### config.mk
export PLATFORM = sky130hd
export DESIGN_NAME = apb2axi_flat
export DESIGN_NICKNAME = d
export VERILOG_FILES = /design/src/rtl/apb2axi_if.sv /design/src/rtl/apb2axi.sv /design/src/flat_wrapper.sv
export SDC_FILE = /design/constraint.sdc
export NUM_CORES = 1
export LEC_CHECK = 0
export BUFFER_PORTS_ARGS = -buffer_cell sky130_fd_sc_hd__buf_2
export CAP_MARGIN = 20
export CORE_AREA = 2 2 168 170
export DETAILED_ROUTE_END_ITERATION = 8
export DIE_AREA = 0 0 170 172
export GPL_ROUTABILITY_DRIVEN = 0
export GPL_TIMING_DRIVEN = 0
export REMOVE_ABC_BUFFERS = 1
export SKIP_LAST_GASP = 1
export SYNTH_ARGS = -nofsm -noshare
export SYNTH_HDL_FRONTEND = slang
export SYNTH_SLANG_ARGS = --single-unit
### constraint.sdc
create_clock -name ACLK -period 1.75 [get_ports ACLK]
set_input_delay 0.35 -clock ACLK [delete_from_list [all_inputs] [get_ports ACLK]]
set_output_delay 0.35 -clock ACLK [all_outputs]
set_load 0.1 [all_outputs]
### src/rtl/apb2axi_if.sv
// Bus bundles for the APB-to-AXI4 bridge: an APB3/4 port and a single-beat AXI4 port.
// Signal names keep the bus-standard spelling so waveforms line up with the interconnect.
interface apb_if #(
    parameter int ADDR_W = 32,
    parameter int DATA_W = 32
);
    logic                PSEL;
    logic                PENABLE;
    logic                PWRITE;
    logic [ADDR_W-1:0]   PADDR;
    logic [DATA_W-1:0]   PWDATA;
    logic [DATA_W/8-1:0] PSTRB;
    logic [2:0]          PPROT;
    logic [DATA_W-1:0]   PRDATA;
    logic                PREADY;
    logic                PSLVERR;

    modport master (output PSEL, PENABLE, PWRITE, PADDR, PWDATA, PSTRB, PPROT,
                    input  PRDATA, PREADY, PSLVERR);
    modport slave  (input  PSEL, PENABLE, PWRITE, PADDR, PWDATA, PSTRB, PPROT,
                    output PRDATA, PREADY, PSLVERR);
endinterface

interface axi_if #(
    parameter int ADDR_W = 32,
    parameter int DATA_W = 32,
    parameter int ID_W   = 16,
    parameter int USER_W = 10
);
    logic                AWVALID_o, AWREADY_i;
    logic [ADDR_W-1:0]   AWADDR_o;
    logic [2:0]          AWPROT_o;
    logic [ID_W-1:0]     AWID_o;
    logic [USER_W-1:0]   AWUSER_o;
    logic [7:0]          AWLEN_o;
    logic [2:0]          AWSIZE_o;
    logic [1:0]          AWBURST_o;
    logic                AWLOCK_o;
    logic [3:0]          AWCACHE_o, AWREGION_o, AWQOS_o;
    logic                WVALID_o, WREADY_i;
    logic [DATA_W-1:0]   WDATA_o;
    logic [DATA_W/8-1:0] WSTRB_o;
    logic                WLAST_o;
    logic [USER_W-1:0]   WUSER_o;
    logic                BVALID_i, BREADY_o;
    logic [1:0]          BRESP_i;
    logic [ID_W-1:0]     BID_i;
    logic [USER_W-1:0]   BUSER_i;
    logic                ARVALID_o, ARREADY_i;
    logic [ADDR_W-1:0]   ARADDR_o;
    logic [2:0]          ARPROT_o;
    logic [ID_W-1:0]     ARID_o;
    logic [USER_W-1:0]   ARUSER_o;
    logic [7:0]          ARLEN_o;
    logic [2:0]          ARSIZE_o;
    logic [1:0]          ARBURST_o;
    logic                ARLOCK_o;
    logic [3:0]          ARCACHE_o, ARREGION_o, ARQOS_o;
    logic                RVALID_i, RREADY_o;
    logic [DATA_W-1:0]   RDATA_i;
    logic [1:0]          RRESP_i;
    logic                RLAST_i;
    logic [ID_W-1:0]     RID_i;
    logic [USER_W-1:0]   RUSER_i;

    modport master (
        output AWVALID_o, AWADDR_o, AWPROT_o, AWID_o, AWUSER_o, AWLEN_o, AWSIZE_o,
               AWBURST_o, AWLOCK_o, AWCACHE_o, AWREGION_o, AWQOS_o,
               WVALID_o, WDATA_o, WSTRB_o, WLAST_o, WUSER_o, BREADY_o,
               ARVALID_o, ARADDR_o, ARPROT_o, ARID_o, ARUSER_o, ARLEN_o, ARSIZE_o,
               ARBURST_o, ARLOCK_o, ARCACHE_o, ARREGION_o, ARQOS_o, RREADY_o,
        input  AWREADY_i, WREADY_i, BVALID_i, BRESP_i, BID_i, BUSER_i,
               ARREADY_i, RVALID_i, RDATA_i, RRESP_i, RLAST_i, RID_i, RUSER_i
    );
    modport slave (
        input  AWVALID_o, AWADDR_o, AWPROT_o, AWID_o, AWUSER_o, AWLEN_o, AWSIZE_o,
               AWBURST_o, AWLOCK_o, AWCACHE_o, AWREGION_o, AWQOS_o,
               WVALID_o, WDATA_o, WSTRB_o, WLAST_o, WUSER_o, BREADY_o,
               ARVALID_o, ARADDR_o, ARPROT_o, ARID_o, ARUSER_o, ARLEN_o, ARSIZE_o,
               ARBURST_o, ARLOCK_o, ARCACHE_o, ARREGION_o, ARQOS_o, RREADY_o,
        output AWREADY_i, WREADY_i, BVALID_i, BRESP_i, BID_i, BUSER_i,
               ARREADY_i, RVALID_i, RDATA_i, RRESP_i, RLAST_i, RID_i, RUSER_i
    );
endinterface

### src/rtl/apb2axi.sv
// APB slave to AXI4 master bridge: each APB transfer becomes one single-beat AXI4
// transaction; PREADY is held low until the AXI response has been registered.
module apb2axi #(
    parameter int AXI4_ADDRESS_WIDTH = 32,
    parameter int AXI4_DATA_WIDTH    = 32,
    parameter int AXI4_ID_WIDTH      = 16,
    parameter int AXI4_USER_WIDTH    = 10,
    parameter int APB_ADDR_WIDTH     = 32,
    parameter int AXI_ID             = 0
) (
    input  logic        ACLK,
    input  logic        ARESETn,
    apb_if.slave        apb,
    axi_if.master       axi,
    output logic [2:0]  state_dbg
);
    localparam logic [2:0] IDLE    = 3'd0;
    localparam logic [2:0] WR_REQ  = 3'd1;
    localparam logic [2:0] WR_RESP = 3'd2;
    localparam logic [2:0] RD_REQ  = 3'd3;
    localparam logic [2:0] RD_RESP = 3'd4;
    localparam logic [2:0] DONE    = 3'd5;
    localparam int STRB_W = AXI4_DATA_WIDTH / 8;

    logic [2:0]                    state;
    logic                          aw_done, w_done;
    logic                          aw_hs, w_hs;
    logic [AXI4_ADDRESS_WIDTH-1:0] addr_q;
    logic [AXI4_DATA_WIDTH-1:0]    wdata_q;
    logic [STRB_W-1:0]             strb_q;
    logic [2:0]                    prot_q;
    logic                          unused_inputs;

    assign state_dbg = state;

    // Every AXI channel follows valid/ready: a transfer happens on a rising edge where
    // both are high; VALID is a pure decode of registered state, so once raised it holds
    // until its own handshake and never depends combinationally on any READY.
    assign aw_hs = axi.AWVALID_o & axi.AWREADY_i;
    assign w_hs  = axi.WVALID_o & axi.WREADY_i;

    assign axi.AWVALID_o = (state == WR_REQ) && !aw_done;
    assign axi.WVALID_o  = (state == WR_REQ) && !w_done;
    assign axi.BREADY_o  = (state == WR_RESP);
    assign axi.ARVALID_o = (state == RD_REQ);
    assign axi.RREADY_o  = (state == RD_RESP);

    assign axi.AWADDR_o   = addr_q;
    assign axi.AWPROT_o   = prot_q;
    assign axi.AWID_o     = AXI4_ID_WIDTH'(AXI_ID);
    assign axi.AWUSER_o   = '0;
    assign axi.AWLEN_o    = 8'd0;
    assign axi.AWSIZE_o   = 3'($clog2(STRB_W));
    assign axi.AWBURST_o  = 2'b01;
    assign axi.AWLOCK_o   = 1'b0;
    assign axi.AWCACHE_o  = 4'd0;
    assign axi.AWREGION_o = 4'd0;
    assign axi.AWQOS_o    = 4'd0;

    assign axi.WDATA_o = wdata_q;
    assign axi.WSTRB_o = strb_q;
    assign axi.WLAST_o = 1'b1;
    assign axi.WUSER_o = '0;

    assign axi.ARADDR_o   = addr_q;
    assign axi.ARPROT_o   = prot_q;
    assign axi.ARID_o     = AXI4_ID_WIDTH'(AXI_ID);
    assign axi.ARUSER_o   = '0;
    assign axi.ARLEN_o    = 8'd0;
    assign axi.ARSIZE_o   = 3'($clog2(STRB_W));
    assign axi.ARBURST_o  = 2'b01;
    assign axi.ARLOCK_o   = 1'b0;
    assign axi.ARCACHE_o  = 4'd0;
    assign axi.ARREGION_o = 4'd0;
    assign axi.ARQOS_o    = 4'd0;

    // IDs, user bits, RLAST and the low response bit carry no meaning for a single-beat bridge.
    assign unused_inputs = ^{axi.BID_i, axi.BUSER_i, axi.RID_i, axi.RUSER_i, axi.RLAST_i,
                             axi.BRESP_i[0], axi.RRESP_i[0]};

    always_ff @(posedge ACLK or negedge ARESETn) begin
        if (!ARESETn) begin
            state       <= IDLE;
            aw_done     <= 1'b0;
            w_done      <= 1'b0;
            addr_q      <= '0;
            wdata_q     <= '0;
            strb_q      <= '0;
            prot_q      <= 3'd0;
            apb.PRDATA  <= '0;
            apb.PREADY  <= 1'b0;
            apb.PSLVERR <= 1'b0;
        end else begin
            apb.PREADY  <= 1'b0;
            apb.PSLVERR <= 1'b0;
            case (state)
                IDLE: begin
                    // Only a setup phase starts a transfer; PSEL with PENABLE here is ignored.
                    if (apb.PSEL && !apb.PENABLE) begin
                        addr_q  <= AXI4_ADDRESS_WIDTH'(apb.PADDR);
                        wdata_q <= apb.PWDATA;
                        strb_q  <= apb.PSTRB;
                        prot_q  <= apb.PPROT;
                        state   <= apb.PWRITE ? WR_REQ : RD_REQ;
                    end
                end
                WR_REQ: begin
                    if (aw_hs) aw_done <= 1'b1;
                    if (w_hs)  w_done  <= 1'b1;
                    if ((aw_done || aw_hs) && (w_done || w_hs)) begin
                        aw_done <= 1'b0;
                        w_done  <= 1'b0;
                        state   <= WR_RESP;
                    end
                end
                WR_RESP: begin
                    if (axi.BVALID_i) begin
                        apb.PREADY  <= 1'b1;
                        apb.PSLVERR <= axi.BRESP_i[1];
                        state       <= DONE;
                    end
                end
                RD_REQ: begin
                    if (axi.ARREADY_i) state <= RD_RESP;
                end
                RD_RESP: begin
                    if (axi.RVALID_i) begin
                        apb.PRDATA  <= axi.RDATA_i;
                        apb.PREADY  <= 1'b1;
                        apb.PSLVERR <= axi.RRESP_i[1];
                        state       <= DONE;
                    end
                end
                DONE:    state <= IDLE;
                default: state <= IDLE;
            endcase
        end
    end
endmodule
### src/flat_wrapper.sv
// flat-port wrapper written by rule: the top's interface ports become plain ports
module apb2axi_flat 
#(
    parameter int AXI4_ADDRESS_WIDTH = 32,
    parameter int AXI4_DATA_WIDTH    = 32,
    parameter int AXI4_ID_WIDTH      = 16,
    parameter int AXI4_USER_WIDTH    = 10,
    parameter int APB_ADDR_WIDTH     = 32,
    parameter int AXI_ID             = 0
)
  (ACLK, ARESETn, state_dbg, apb_PSEL, apb_PENABLE, apb_PWRITE, apb_PADDR, apb_PWDATA, apb_PSTRB, apb_PPROT, apb_PRDATA, apb_PREADY, apb_PSLVERR, axi_AWVALID_o, axi_AWADDR_o, axi_AWPROT_o, axi_AWID_o, axi_AWUSER_o, axi_AWLEN_o, axi_AWSIZE_o, axi_AWBURST_o, axi_AWLOCK_o, axi_AWCACHE_o, axi_AWREGION_o, axi_AWQOS_o, axi_WVALID_o, axi_WDATA_o, axi_WSTRB_o, axi_WLAST_o, axi_WUSER_o, axi_BREADY_o, axi_ARVALID_o, axi_ARADDR_o, axi_ARPROT_o, axi_ARID_o, axi_ARUSER_o, axi_ARLEN_o, axi_ARSIZE_o, axi_ARBURST_o, axi_ARLOCK_o, axi_ARCACHE_o, axi_ARREGION_o, axi_ARQOS_o, axi_RREADY_o, axi_AWREADY_i, axi_WREADY_i, axi_BVALID_i, axi_BRESP_i, axi_BID_i, axi_BUSER_i, axi_ARREADY_i, axi_RVALID_i, axi_RDATA_i, axi_RRESP_i, axi_RLAST_i, axi_RID_i, axi_RUSER_i);
  apb_if apb_i ();
  axi_if axi_i ();
  input  logic ACLK;
  input  logic ARESETn;
  output logic [2:0] state_dbg;
  input wire logic [$bits(apb_i.PSEL)-1:0] apb_PSEL;
  input wire logic [$bits(apb_i.PENABLE)-1:0] apb_PENABLE;
  input wire logic [$bits(apb_i.PWRITE)-1:0] apb_PWRITE;
  input wire logic [$bits(apb_i.PADDR)-1:0] apb_PADDR;
  input wire logic [$bits(apb_i.PWDATA)-1:0] apb_PWDATA;
  input wire logic [$bits(apb_i.PSTRB)-1:0] apb_PSTRB;
  input wire logic [$bits(apb_i.PPROT)-1:0] apb_PPROT;
  output wire logic [$bits(apb_i.PRDATA)-1:0] apb_PRDATA;
  output wire logic [$bits(apb_i.PREADY)-1:0] apb_PREADY;
  output wire logic [$bits(apb_i.PSLVERR)-1:0] apb_PSLVERR;
  output wire logic [$bits(axi_i.AWVALID_o)-1:0] axi_AWVALID_o;
  output wire logic [$bits(axi_i.AWADDR_o)-1:0] axi_AWADDR_o;
  output wire logic [$bits(axi_i.AWPROT_o)-1:0] axi_AWPROT_o;
  output wire logic [$bits(axi_i.AWID_o)-1:0] axi_AWID_o;
  output wire logic [$bits(axi_i.AWUSER_o)-1:0] axi_AWUSER_o;
  output wire logic [$bits(axi_i.AWLEN_o)-1:0] axi_AWLEN_o;
  output wire logic [$bits(axi_i.AWSIZE_o)-1:0] axi_AWSIZE_o;
  output wire logic [$bits(axi_i.AWBURST_o)-1:0] axi_AWBURST_o;
  output wire logic [$bits(axi_i.AWLOCK_o)-1:0] axi_AWLOCK_o;
  output wire logic [$bits(axi_i.AWCACHE_o)-1:0] axi_AWCACHE_o;
  output wire logic [$bits(axi_i.AWREGION_o)-1:0] axi_AWREGION_o;
  output wire logic [$bits(axi_i.AWQOS_o)-1:0] axi_AWQOS_o;
  output wire logic [$bits(axi_i.WVALID_o)-1:0] axi_WVALID_o;
  output wire logic [$bits(axi_i.WDATA_o)-1:0] axi_WDATA_o;
  output wire logic [$bits(axi_i.WSTRB_o)-1:0] axi_WSTRB_o;
  output wire logic [$bits(axi_i.WLAST_o)-1:0] axi_WLAST_o;
  output wire logic [$bits(axi_i.WUSER_o)-1:0] axi_WUSER_o;
  output wire logic [$bits(axi_i.BREADY_o)-1:0] axi_BREADY_o;
  output wire logic [$bits(axi_i.ARVALID_o)-1:0] axi_ARVALID_o;
  output wire logic [$bits(axi_i.ARADDR_o)-1:0] axi_ARADDR_o;
  output wire logic [$bits(axi_i.ARPROT_o)-1:0] axi_ARPROT_o;
  output wire logic [$bits(axi_i.ARID_o)-1:0] axi_ARID_o;
  output wire logic [$bits(axi_i.ARUSER_o)-1:0] axi_ARUSER_o;
  output wire logic [$bits(axi_i.ARLEN_o)-1:0] axi_ARLEN_o;
  output wire logic [$bits(axi_i.ARSIZE_o)-1:0] axi_ARSIZE_o;
  output wire logic [$bits(axi_i.ARBURST_o)-1:0] axi_ARBURST_o;
  output wire logic [$bits(axi_i.ARLOCK_o)-1:0] axi_ARLOCK_o;
  output wire logic [$bits(axi_i.ARCACHE_o)-1:0] axi_ARCACHE_o;
  output wire logic [$bits(axi_i.ARREGION_o)-1:0] axi_ARREGION_o;
  output wire logic [$bits(axi_i.ARQOS_o)-1:0] axi_ARQOS_o;
  output wire logic [$bits(axi_i.RREADY_o)-1:0] axi_RREADY_o;
  input wire logic [$bits(axi_i.AWREADY_i)-1:0] axi_AWREADY_i;
  input wire logic [$bits(axi_i.WREADY_i)-1:0] axi_WREADY_i;
  input wire logic [$bits(axi_i.BVALID_i)-1:0] axi_BVALID_i;
  input wire logic [$bits(axi_i.BRESP_i)-1:0] axi_BRESP_i;
  input wire logic [$bits(axi_i.BID_i)-1:0] axi_BID_i;
  input wire logic [$bits(axi_i.BUSER_i)-1:0] axi_BUSER_i;
  input wire logic [$bits(axi_i.ARREADY_i)-1:0] axi_ARREADY_i;
  input wire logic [$bits(axi_i.RVALID_i)-1:0] axi_RVALID_i;
  input wire logic [$bits(axi_i.RDATA_i)-1:0] axi_RDATA_i;
  input wire logic [$bits(axi_i.RRESP_i)-1:0] axi_RRESP_i;
  input wire logic [$bits(axi_i.RLAST_i)-1:0] axi_RLAST_i;
  input wire logic [$bits(axi_i.RID_i)-1:0] axi_RID_i;
  input wire logic [$bits(axi_i.RUSER_i)-1:0] axi_RUSER_i;
  assign apb_i.PSEL = apb_PSEL;
  assign apb_i.PENABLE = apb_PENABLE;
  assign apb_i.PWRITE = apb_PWRITE;
  assign apb_i.PADDR = apb_PADDR;
  assign apb_i.PWDATA = apb_PWDATA;
  assign apb_i.PSTRB = apb_PSTRB;
  assign apb_i.PPROT = apb_PPROT;
  assign apb_PRDATA = apb_i.PRDATA;
  assign apb_PREADY = apb_i.PREADY;
  assign apb_PSLVERR = apb_i.PSLVERR;
  assign axi_AWVALID_o = axi_i.AWVALID_o;
  assign axi_AWADDR_o = axi_i.AWADDR_o;
  assign axi_AWPROT_o = axi_i.AWPROT_o;
  assign axi_AWID_o = axi_i.AWID_o;
  assign axi_AWUSER_o = axi_i.AWUSER_o;
  assign axi_AWLEN_o = axi_i.AWLEN_o;
  assign axi_AWSIZE_o = axi_i.AWSIZE_o;
  assign axi_AWBURST_o = axi_i.AWBURST_o;
  assign axi_AWLOCK_o = axi_i.AWLOCK_o;
  assign axi_AWCACHE_o = axi_i.AWCACHE_o;
  assign axi_AWREGION_o = axi_i.AWREGION_o;
  assign axi_AWQOS_o = axi_i.AWQOS_o;
  assign axi_WVALID_o = axi_i.WVALID_o;
  assign axi_WDATA_o = axi_i.WDATA_o;
  assign axi_WSTRB_o = axi_i.WSTRB_o;
  assign axi_WLAST_o = axi_i.WLAST_o;
  assign axi_WUSER_o = axi_i.WUSER_o;
  assign axi_BREADY_o = axi_i.BREADY_o;
  assign axi_ARVALID_o = axi_i.ARVALID_o;
  assign axi_ARADDR_o = axi_i.ARADDR_o;
  assign axi_ARPROT_o = axi_i.ARPROT_o;
  assign axi_ARID_o = axi_i.ARID_o;
  assign axi_ARUSER_o = axi_i.ARUSER_o;
  assign axi_ARLEN_o = axi_i.ARLEN_o;
  assign axi_ARSIZE_o = axi_i.ARSIZE_o;
  assign axi_ARBURST_o = axi_i.ARBURST_o;
  assign axi_ARLOCK_o = axi_i.ARLOCK_o;
  assign axi_ARCACHE_o = axi_i.ARCACHE_o;
  assign axi_ARREGION_o = axi_i.ARREGION_o;
  assign axi_ARQOS_o = axi_i.ARQOS_o;
  assign axi_RREADY_o = axi_i.RREADY_o;
  assign axi_i.AWREADY_i = axi_AWREADY_i;
  assign axi_i.WREADY_i = axi_WREADY_i;
  assign axi_i.BVALID_i = axi_BVALID_i;
  assign axi_i.BRESP_i = axi_BRESP_i;
  assign axi_i.BID_i = axi_BID_i;
  assign axi_i.BUSER_i = axi_BUSER_i;
  assign axi_i.ARREADY_i = axi_ARREADY_i;
  assign axi_i.RVALID_i = axi_RVALID_i;
  assign axi_i.RDATA_i = axi_RDATA_i;
  assign axi_i.RRESP_i = axi_RRESP_i;
  assign axi_i.RLAST_i = axi_RLAST_i;
  assign axi_i.RID_i = axi_RID_i;
  assign axi_i.RUSER_i = axi_RUSER_i;
  apb2axi #(.AXI4_ADDRESS_WIDTH(AXI4_ADDRESS_WIDTH), .AXI4_DATA_WIDTH(AXI4_DATA_WIDTH), .AXI4_ID_WIDTH(AXI4_ID_WIDTH), .AXI4_USER_WIDTH(AXI4_USER_WIDTH), .APB_ADDR_WIDTH(APB_ADDR_WIDTH), .AXI_ID(AXI_ID)) u_core (.ACLK(ACLK), .ARESETn(ARESETn), .apb(apb_i), .axi(axi_i), .state_dbg(state_dbg));
endmodule
==> results of run 1 <==
-- routing by layer --
metal	routed length (um)	up-vias
li1	-	1619
met1	4970	1604
met2	6250	228
met3	1140	14
met4	190	0
met5	0	-
-- final timing paths --
check	from	slack, ns	endpoint
max in group asynchronous	ARESETn	0.56	u_core.axi.ARPROT_o[0]
worst max register to register	u_core.state_dbg[2]	0.03	u_core.axi.ARADDR_o[17]
worst max-delay path	u_core.state_dbg[2]	-0.09	axi_ARVALID_o
worst min-delay path	axi_RDATA_i[26]	0.22	u_core.apb.PRDATA[26]
min in group asynchronous	ARESETn	0.50	u_core.axi.WDATA_o[30]
worst min register to register	u_core.apb.PRDATA[27]	0.50	u_core.apb.PRDATA[27]
-- critical path: cells and delay by family, from the launching register on --
kind                   cells  cell delay, ns
buffers and inverters      2            0.27
flip-flops                 1            0.46
AND/OR/NAND/NOR            2            0.41
-- registers in the layout, summed over array words and instances (netlist names) --
name	flops
u_core.apb.PSLVERR	1
u_core.axi.WSTRB_o	4
u_core.apb.PRDATA	32
u_core.state_dbg	3
u_core.aw_done	1
u_core.axi.WDATA_o	32
u_core.axi.ARADDR_o	32
u_core.w_done	1
u_core.apb.PREADY	1
u_core.axi.ARPROT_o	3
-- cells by family (layout without fill, tap and decap cells) --
| kind of cell | after synthesis | after routing | synth area share [%] |
|---|---|---|---|
| AO/OA/AOI/OAI | 12 | 12 | 1.57 |
| buffers and inverters | 161 | 313 | 22.0 |
| flip-flops | 110 | 110 | 48.7 |
| multiplexers | 105 | 105 | 25.5 |
| other | 2 | 115 | 0.133 |
| AND/OR/NAND/NOR | 19 | 20 | 1.97 |
-- through the flow --
step,setup TNS (ns),setup WS (ns)
2_1_floorplan,-144.61,-1.51
3_3_place_gp,-235.78,-1.44
3_5_place_dp,-29.70,-0.440
4_1_cts,-11.73,-0.216
5_1_grt,-1.34,-0.130
6_report,-0.222,-0.0911
-- timing repair --
item,in CTS,in global routing
hold buffers,1,0
endpoints found under the hold margin,52,0
pin swaps,5,6
gates cloned,1,1
gates resized for setup,35,9
setup endpoints to repair,109,84
setup buffers,16,15
-- final cells by class --
type,count,area share [%]
multi-input cells,252,29.2
clock inverters,4,0.441
flip-flops and latches,110,37.4
clock buffers,12,3.34
well taps,346,5.87
repair buffers,297,23.8
-- placed cells by master (no fill, tap or decap) --
cell type / count
a21o_1: 2
a21oi_1: 3
a22o_1: 2
a32o_1: 2
and2_4: 2
and2b_2: 1
buf_12: 6
buf_16: 3
buf_2: 257
buf_4: 26
buf_6: 3
clkbuf_1: 2
clkbuf_16: 10
clkbuf_8: 1
clkinv_4: 2
clkinvlp_4: 2
conb_1: 115
dfrtp_1: 107
dfrtp_2: 3
dlygate4sd3_1: 1
mux2_1: 2
mux2_2: 31
mux2_4: 70
mux2i_1: 2
nand2_1: 2
nand2_4: 3
nand2b_1: 1
nand3b_1: 1
nor2_1: 2
nor2_4: 4
nor2b_4: 1
nor3_4: 1
nor3b_1: 1
nor3b_4: 1
o21a_1: 2
o22ai_1: 1
==> insert_results.sql, run 1 <==
INSERT INTO impl_metrics (metric_group, metric, value, unit) VALUES
('status', 'status', 'finished with violations', ''),
('status', 'failed_checks', 'negative setup slack', ''),
('critical_path', 'worstPathMaxFanout', '5', ''),
('sta', 'hold_worst_slack', '0.219', 'ns'),
('sta', 'drv_slew', '0', ''),
('cells_and_area', 'utilization', '26.8', '%'),
('routing', 'antenna_nets_post_route', '0', ''),
('grt', 'first_global_vias', '3098', ''),
('sta', 'worst_pin_slew', '0.538', 'ns'),
('sta', 'timing.max_slew.rel_slack', '64.1', '%'),
('cells_and_area', 'antenna-diode-count', '0', ''),
('routing', 'routed_via_density', '3.39', ''),
('clock_tree', 'cts_tree', 'built', ''),
('critical_path', 'timing.critical_path.slowest_stage_cell', 'dfrtp_2', ''),
('critical_path', 'timing_worst_setup_path_type', 'reg -> out', ''),
('grt', 'grtUsageTotal', '7.75', '%'),
('yosys', 'ys_async_sr_fraction', '100', '%'),
('clock_tree', 'clk_pin_slew', '0.08', 'ns'),
('grt', 'grt_most_used_layer', 'met2', ''),
('critical_path', 'critical_path_arrival', '1.49', 'ns'),
('sta', 'fin_crit_sh', '105', '%'),
('critical_path', 'reg2reg_depth', '4', ''),
('worst_hold_path', 'timing.hold.worst.class', 'in -> reg', ''),
('yosys', 'synth_cell_types', '25', ''),
('cells_and_area', 'register_area', '0.00276', 'mm2'),
('grt', 'groute.layer.met1.usage', '8.72', '%'),
('cells_and_area', 'share_of_cells_above_drive_strength_1', '63.3', '%'),
('yosys', 'synth_largest_type_area_fraction', '48.7', '%'),
('clock_tree', 'cts_htree_levels', '3', ''),
('cells_and_area', 'syn2layout_area_growth', '30.6', '%'),
('sta', 'worst_clock_skew', '0.0107', 'ns'),
('routing', 'drt-wirelength-per-cell', '12.3', 'um'),
('place', 'detailed_place_hpwl', '8950', 'um'),
('floorplanning', 'die_area', '0.0292', 'mm2'),
('critical_path', 'worst-endpoint-required', '1.40', 'ns'),
('grt', 'grtUsageMet2', '13.5', '%'),
('floorplanning', 'start_util', '20.6', '%'),
('routing', 'routed_wl', '12600', 'um'),
('cells_and_area', 'layout.filler_cells', '2890', ''),
('grt', 'grt_pass1_wl', '17000', 'um'),
('sta', 'fmaxAchievable', '543', 'MHz'),
('floorplanning', 'floorplan.io_pins', '433', ''),
('floorplanning', 'num_rows', '61', ''),
('yosys', 'post_synth_most_frequent_cells', 'buf_4 (150), dfrtp_1 (110), mux2_4 (70)', ''),
('floorplanning', 'design.core.area', '0.0275', 'mm2'),
('sta', 'fin_ws', '-0.0911', 'ns'),
('floorplanning', 'dieHeight', '172', 'um'),
('job', 'max_cap_viol_count', '0', ''),
('yosys', 'ys_ff_latch', '110', ''),
('critical_path', 'max_stage_delay', '0.46', 'ns'),
('yosys', 'post_synth.cell_area_avg', '13.8', 'um2'),
('sta', 'setup-violations-final', '5', ''),
('cells_and_area', 'multi_input_comb_area', '0.00215', 'mm2'),
('sta', 'grt_setup_unrepaired', 'yes', ''),
('yosys', 'postSynth.topFlopCell', 'dfrtp_1', ''),
('routing', 'detail_route.drc_violations', '0', ''),
('yosys', 'synthesis.instances', '409', ''),
('clock_tree', 'ctsRootBufferMaster', 'clkbuf_16', ''),
('yosys', 'synth_largest_area_cell', 'dfrtp_1', ''),
('routing', 'drt_first_iter_violations', '43', ''),
('clock_tree', 'clk_latency', '0.35', 'ns'),
('critical_path', 'critical_path.startpoint_type', 'flip-flop', ''),
('place', 'port-buffer-count', '262', ''),
('place', 'dp.cells', '972', ''),
('routing', 'route.vias.total', '3465', ''),
('yosys', 'proportion_of_synthesized_chip_area_in_sequential_cells', '48.7', '%'),
('sta', 'tmin_final', '1.84', 'ns'),
('clock_tree', 'cts.path.max_buffers', '2', ''),
('critical_path', 'category_of_the_worst_setup_path_capture_point', 'output pin', ''),
('grt', 'grt_max_degree', '59', ''),
('routing', 'first_pass_iters', '4', '');
Power of run 1 is not shown: default switching activity piles up to over one toggle a cycle in this logic, so the estimate is an artifact.
==> run 2, diff against run 1 <==
PLACE_DENSITY_LB_ADDON = 0.15   (was unset)
==> run 2 against run 1 <==
The run still ends with negative setup slack left; final cell count down 0.78%; setup slack better by 0.031 ns; routed wire length is 6.8% higher; maximum frequency up 1.7%; clock skew fell by 0.0058 ns; core utilization down 0.27 points; register-to-register slack about the same; global-route usage is 0.70 points higher.
==> insert_results.sql, run 2 (same netlist as run 1, synthesis figures left out) <==
INSERT INTO impl_metrics (metric_group, metric, value, unit) VALUES
('status', 'status', 'finished with violations', ''),
('status', 'failed_checks', 'negative setup slack', ''),
('floorplanning', 'num_rows', '61', ''),
('routing', 'maxUsedRoutingLayer', 'met4', ''),
('cells_and_area', 'nNetsFinal', '830', ''),
('sta', 'fmaxAchievable', '552', 'MHz'),
('critical_path', 'rr_startpoint', 'u_core.state_dbg[2]', ''),
('sta', 'setup-violations-final', '5', ''),
('sta', 'timing.max_slew.rel_slack', '63.0', '%'),
('sta', 'drv_slew', '0', ''),
('routing', 'first_pass_iters', '3', ''),
('critical_path', 'cp-endpoint', 'axi_BREADY_o', ''),
('routing', 'drt-wirelength-per-cell', '13.2', 'um'),
('routing', 'routed_wl', '13400', 'um'),
('clock_tree', 'tritoncts_num_sinks', '110', ''),
('critical_path', 'reg2reg_to', 'u_core.axi.WDATA_o[28]', ''),
('sta', 'worst_clock_skew', '0.00491', 'ns'),
('cells_and_area', 'commonest_non_fill_non_tap_cells_in_the_layout', 'buf_2 (255), conb_1 (115), dfrtp_1 (107)', ''),
('critical_path', 'worstPathMaxFanout', '8', ''),
('cells_and_area', 'share_of_cells_above_drive_strength_1', '62.6', '%'),
('routing', 'met2WireLength', '6430', 'um'),
('routing', 'detail_route.drc_violations', '0', ''),
('clock_tree', 'cts.path.max_buffers', '2', ''),
('worst_hold_path', 'timing.hold.worst.class', 'in -> reg', ''),
('clock_tree', 'tritoncts.num_buffers', '9', ''),
('place', 'placement.setup.worst_slack', '-0.454', 'ns'),
('grt', 'antenna_found_initial', '2', ''),
('cells_and_area', 'final-instance-count-excl-fill', '1013', ''),
('sta', 'grt_setup_unrepaired', 'yes', ''),
('clock_tree', 'cts_htree_levels', '3', ''),
('place', 'port-buffer-count', '262', ''),
('floorplanning', 'fp.dieW', '170', 'um'),
('cells_and_area', 'layout.filler_cells', '2894', ''),
('clock_tree', 'clk_pin_slew', '0.08', 'ns'),
('sta', 'final_hold_viol_count', '0', ''),
('clock_tree', 'clk_latency', '0.35', 'ns'),
('sta', 'fin_ws', '-0.0602', 'ns'),
('grt', 'grt-ovfl-total', '0', ''),
('routing', 'drt_first_iter_violations', '75', ''),
('cells_and_area', 'multi_input_comb_area', '0.00214', 'mm2'),
('cells_and_area', 'final_common_cell', 'buf_2', ''),
('routing', 'routed_via_density', '3.42', ''),
('floorplanning', 'die_area', '0.0292', 'mm2'),
('place', 'dp.cells', '973', ''),
('job', 'max_cap_viol_count', '0', ''),
('grt', 'first_global_vias', '3338', ''),
('critical_path', 'worst-endpoint-required', '1.40', 'ns'),
('routing', 'antenna_nets_post_route', '0', ''),
('clock_tree', 'ctsRootBufferMaster', 'clkbuf_16', ''),
('cells_and_area', 'syn2layout_area_growth', '29.3', '%'),
('sta', 'fin_crit_sh', '103', '%'),
('critical_path', 'crit_startpoint', 'u_core.state_dbg[2]', ''),
('clock_tree', 'cts_tree', 'built', ''),
('sta', 'worst_pin_slew', '0.555', 'ns'),
('critical_path', 'timing.reg2reg.setup_slack', '0.04', 'ns'),
('cells_and_area', 'register_area', '0.00276', 'mm2'),
('floorplanning', 'design.core.area', '0.0275', 'mm2'),
('critical_path', 'critical_path.startpoint_type', 'flip-flop', ''),
('grt', 'grt_max_degree', '59', ''),
('place', 'detailed_place_hpwl', '9490', 'um'),
('floorplanning', 'floorplan.io_pins', '433', ''),
('floorplanning', 'start_util', '20.6', '%'),
('sta', 'tmin_final', '1.81', 'ns'),
('floorplanning', 'dieHeight', '172', 'um'),
('critical_path', 'timing_worst_setup_path_type', 'reg -> out', ''),
('routing', 'route.vias.total', '3463', ''),
('critical_path', 'critical_path_arrival', '1.46', 'ns'),
('critical_path', 'reg2reg_depth', '4', ''),
('routing', 'm1WireLength', '5510', 'um'),
('grt', 'grt_pass1_wl', '18700', 'um'),
('critical_path', 'category_of_the_worst_setup_path_capture_point', 'output pin', ''),
('routing', 'met3_routed_wirelength', '1310', 'um'),
('grt', 'grtUsageTotal', '8.45', '%');
==> run 2: cell types whose count changed in the layout (fill, tap and decap cells not counted), moves of 2 or more <==
cell,previous run,this run
clkbuf_1,2,0
buf_2,257,255
inv_8,0,2
buf_4,26,18
diode_2,0,2
nor2_4,4,2
and2_4,2,0
nand2_4,3,1
and2_1,0,2
==> run 2: what timing repair did <==
item / CTS / global route
gates cloned: 1 / 1
pin swaps: 4 / 6
setup endpoints to repair: 90 / 76
hold endpoints to repair: 52 / 0
hold buffers: 1 / 0
resized for setup: 28 / 10
buffers inserted: 11 / 8
==> run 2: critical path: stages, from the launching register on <==
cell and delay (ns):
dfrtp_2 0.48, and2b_2 0.26, nor2b_4 0.18, buf_12 0.18
==> run 2: area by class of cell <==
cell class	count	area share, %
Antenna cell	2	0.0686
Clock buffer	10	3.27
Clock inverter	6	0.720
Multi-Input combinational cell	252	29.3
Sequential cell	110	37.8
Tap cell	346	5.93
Timing Repair Buffer	287	22.9
==> run 2: worst min path at each step <==
stage | cells past startpoint | start | slack [ns] | endpoint
after floorplan | 0 | ARESETn | 0.05 | u_core.apb.PRDATA[0]
after global placement | 1 | u_core.apb.PRDATA[27] | 0.47 | u_core.apb.PRDATA[27]
after detailed placement | 1 | ARESETn | 0.36 | u_core.apb.PRDATA[4]
after CTS | 2 | axi_RDATA_i[26] | 0.19 | u_core.apb.PRDATA[26]
after global routing | 2 | axi_RDATA_i[26] | 0.19 | u_core.apb.PRDATA[26]
final | 2 | axi_RDATA_i[27] | 0.21 | u_core.apb.PRDATA[27]
==> run 2: per-stage QoR <==
| stage | TNS, ns | hold slack [ns] | cell area, um2 | utilization, % |
|---|---|---|---|---|
| 2_1_floorplan | -144.61 | 0.0544 | 4830 | - |
| 3_3_place_gp | -252.40 | 0.468 | 6570 | 23.9 |
| 3_5_place_dp | -23.77 | 0.358 | 6680 | 24.3 |
| 4_1_cts | -2.53 | 0.188 | 7180 | 26.1 |
| 5_1_grt | -1.03 | 0.190 | 7290 | 26.5 |
| 6_report | -0.207 | 0.213 | 7300 | 26.6 |
==> run 2: routing by layer <==
metal	global-route usage [%]	up-vias
li1	-	1599
met1	9.75	1625
met2	14.6	230
met3	3.02	9
met4	2.90	0
met5	0	-
Power of run 2 is left out for the same reason.
==> run 3, diff against run 2 <==
CORE_AREA = 2 2 170 172   (was 2 2 168 170)
DIE_AREA = 0 0 172 174   (was 0 0 170 172)
SETUP_SLACK_MARGIN = 0.1   (was unset)
clock period = 1.5 ns   (was 1.75 ns; I/O delays follow)
==> run 3 against run 2 <==
The flow still finishes with violations (negative setup slack); critical path type unchanged; count of clock-buffer cells in the layout stayed put; worst hold slack worse by 0.044 ns; register-to-register slack worse by 0.26 ns; critical endpoint unchanged; core utilization is 2.5 points higher; sequential cell count stayed put; global-route usage is 0.88 points higher; first-iteration DRC count is 36% higher; clock skew is 0.0072 ns higher; setup slack worse by 0.20 ns; via count is 4.8% higher.
==> insert_results.sql, run 3 (same netlist as run 1, synthesis figures left out) <==
INSERT INTO impl_metrics (metric_group, metric, value, unit) VALUES
('status', 'status', 'finished with violations', ''),
('status', 'failed_checks', 'negative setup slack', ''),
('clock_tree', 'cts_tree', 'built', ''),
('critical_path', 'critical_path.startpoint_type', 'flip-flop', ''),
('sta', 'fmaxAchievable', '568', 'MHz'),
('cells_and_area', 'share_of_cells_above_drive_strength_1', '63.8', '%'),
('clock_tree', 'tritoncts_num_sinks', '110', ''),
('sta', 'tmin_final', '1.76', 'ns'),
('clock_tree', 'cts.path.max_buffers', '2', ''),
('routing', 'antenna_nets_post_route', '0', ''),
('sta', 'fin_crit_sh', '117', '%'),
('routing', 'route.vias.total', '3630', ''),
('routing', 'routed_via_density', '3.42', ''),
('place', 'dp.cells', '1010', ''),
('place', 'detailed_place_hpwl', '9560', 'um'),
('sta', 'drv_slew', '0', ''),
('sta', 'fin_ws', '-0.260', 'ns'),
('cells_and_area', 'nNetsFinal', '844', ''),
('grt', 'grtUsageTotal', '9.33', '%'),
('clock_tree', 'ctsRootBufferMaster', 'clkbuf_16', ''),
('critical_path', 'critical_path_arrival', '1.46', 'ns'),
('floorplanning', 'die_area', '0.0299', 'mm2'),
('floorplanning', 'fp.dieW', '172', 'um'),
('critical_path', 'category_of_the_worst_setup_path_capture_point', 'output pin', ''),
('cells_and_area', 'final-instance-count-excl-fill', '1061', ''),
('critical_path', 'worstPathMaxFanout', '6', ''),
('routing', 'detail_route.drc_violations', '0', ''),
('place', 'port-buffer-count', '262', ''),
('cells_and_area', 'commonest_non_fill_non_tap_cells_in_the_layout', 'buf_4 (119), conb_1 (115), buf_2 (113)', ''),
('cells_and_area', 'register_area', '0.00276', 'mm2'),
('grt', 'grt_pass1_wl', '20900', 'um'),
('sta', 'setup-violations-final', '109', ''),
('floorplanning', 'num_rows', '62', ''),
('floorplanning', 'floorplan.io_pins', '433', ''),
('floorplanning', 'start_util', '20.0', '%'),
('worst_hold_path', 'timing.hold.worst.class', 'in -> reg', ''),
('cells_and_area', 'multi_input_comb_area', '0.00217', 'mm2'),
('cells_and_area', 'layout.filler_cells', '2931', ''),
('clock_tree', 'clk_latency', '0.35', 'ns'),
('routing', 'first_pass_iters', '4', ''),
('critical_path', 'worst-endpoint-required', '1.20', 'ns'),
('grt', 'grt_max_degree', '57', ''),
('clock_tree', 'clk_pin_slew', '0.08', 'ns'),
('routing', 'drt_first_iter_violations', '102', ''),
('cells_and_area', 'final_common_cell', 'buf_4', ''),
('routing', 'drt-wirelength-per-cell', '13.9', 'um'),
('grt', 'grt-ovfl-total', '0', ''),
('sta', 'timing.max_slew.rel_slack', '62.5', '%'),
('grt', 'first_global_vias', '3717', ''),
('floorplanning', 'dieHeight', '174', 'um'),
('job', 'max_cap_viol_count', '0', ''),
('routing', 'routed_wl', '14700', 'um'),
('sta', 'worst_pin_slew', '0.562', 'ns'),
('clock_tree', 'cts_htree_levels', '3', ''),
('cells_and_area', 'syn2layout_area_growth', '45.4', '%'),
('clock_tree', 'tritoncts.num_buffers', '9', ''),
('sta', 'grt_setup_unrepaired', 'yes', ''),
('cells_and_area', 'antenna-diode-count', '0', ''),
('critical_path', 'timing_worst_setup_path_type', 'reg -> out', ''),
('sta', 'final_hold_viol_count', '0', ''),
('sta', 'worst_clock_skew', '0.0121', 'ns'),
('grt', 'antenna_found_initial', '0', ''),
('floorplanning', 'design.core.area', '0.0282', 'mm2');
-- run 3: final timing paths --
path,start,end,slack [ns],depth (start not counted)
hold / removal,axi_RRESP_i[1],u_core.apb.PSLVERR,0.17,2
setup / recovery,u_core.state_dbg[2],axi_BREADY_o,-0.26,3
max in group asynchronous,ARESETn,u_core.axi.ARADDR_o[1],0.33,3
min in group asynchronous,ARESETn,u_core.apb.PRDATA[3],0.48,2
hold reg to reg,u_core.apb.PRDATA[26],u_core.apb.PRDATA[26],0.51,1
setup reg to reg,u_core.state_dbg[2],u_core.axi.ARADDR_o[22],-0.22,5
-- run 3: metal layers --
layer	track usage, %	part of all wire [%]	wire length (um)
met4	2.73	1.1	157
met2	16.9	53	7770
met3	3.26	8.3	1230
met5	0	0	0
met1	10.2	38	5560
-- run 3: final cells by class --
class	instances	area share [%]
flip-flops and latches	110	33.6
repair buffers	300	30.6
multi-input cells	253	26.4
well taps	384	5.85
clock buffers	10	2.91
clock inverters	4	0.686
-- run 3: timing repair --
item / CTS / global route
hold endpoints to repair: 55 / 0
setup endpoints to repair: 253 / 150
gates cloned: 10 / 1
pin swaps: 4 / 3
hold buffers: 1 / 0
setup buffers: 24 / 5
gates resized for setup: 207 / 45
-- run 3: worst max-delay path, stage by stage, from the launching register on --
cell and delay, ns:
dfrtp_2 0.46, and2b_2 0.27, nor2b_4 0.19, buf_12 0.18
-- run 3: per-stage QoR --
| step | hold WS [ns] | area, um2 | setup WS [ns] | util (%) | TNS [ns] |
|---|---|---|---|---|---|
| after global placement | 0.469 | 6620 | -1.69 | 23.4 | -294.59 |
| after global routing | 0.142 | 8210 | -0.334 | 29.1 | -21.89 |
| after CTS | 0.148 | 8060 | -0.268 | 28.6 | -16.31 |
| final | 0.169 | 8210 | -0.260 | 29.1 | -14.39 |
| after floorplan | 0.00441 | 4830 | -1.76 | - | -187.10 |
| after detailed placement | 0.312 | 6710 | -0.704 | 23.8 | -54.59 |
Power of run 3 is left out for the same reason.
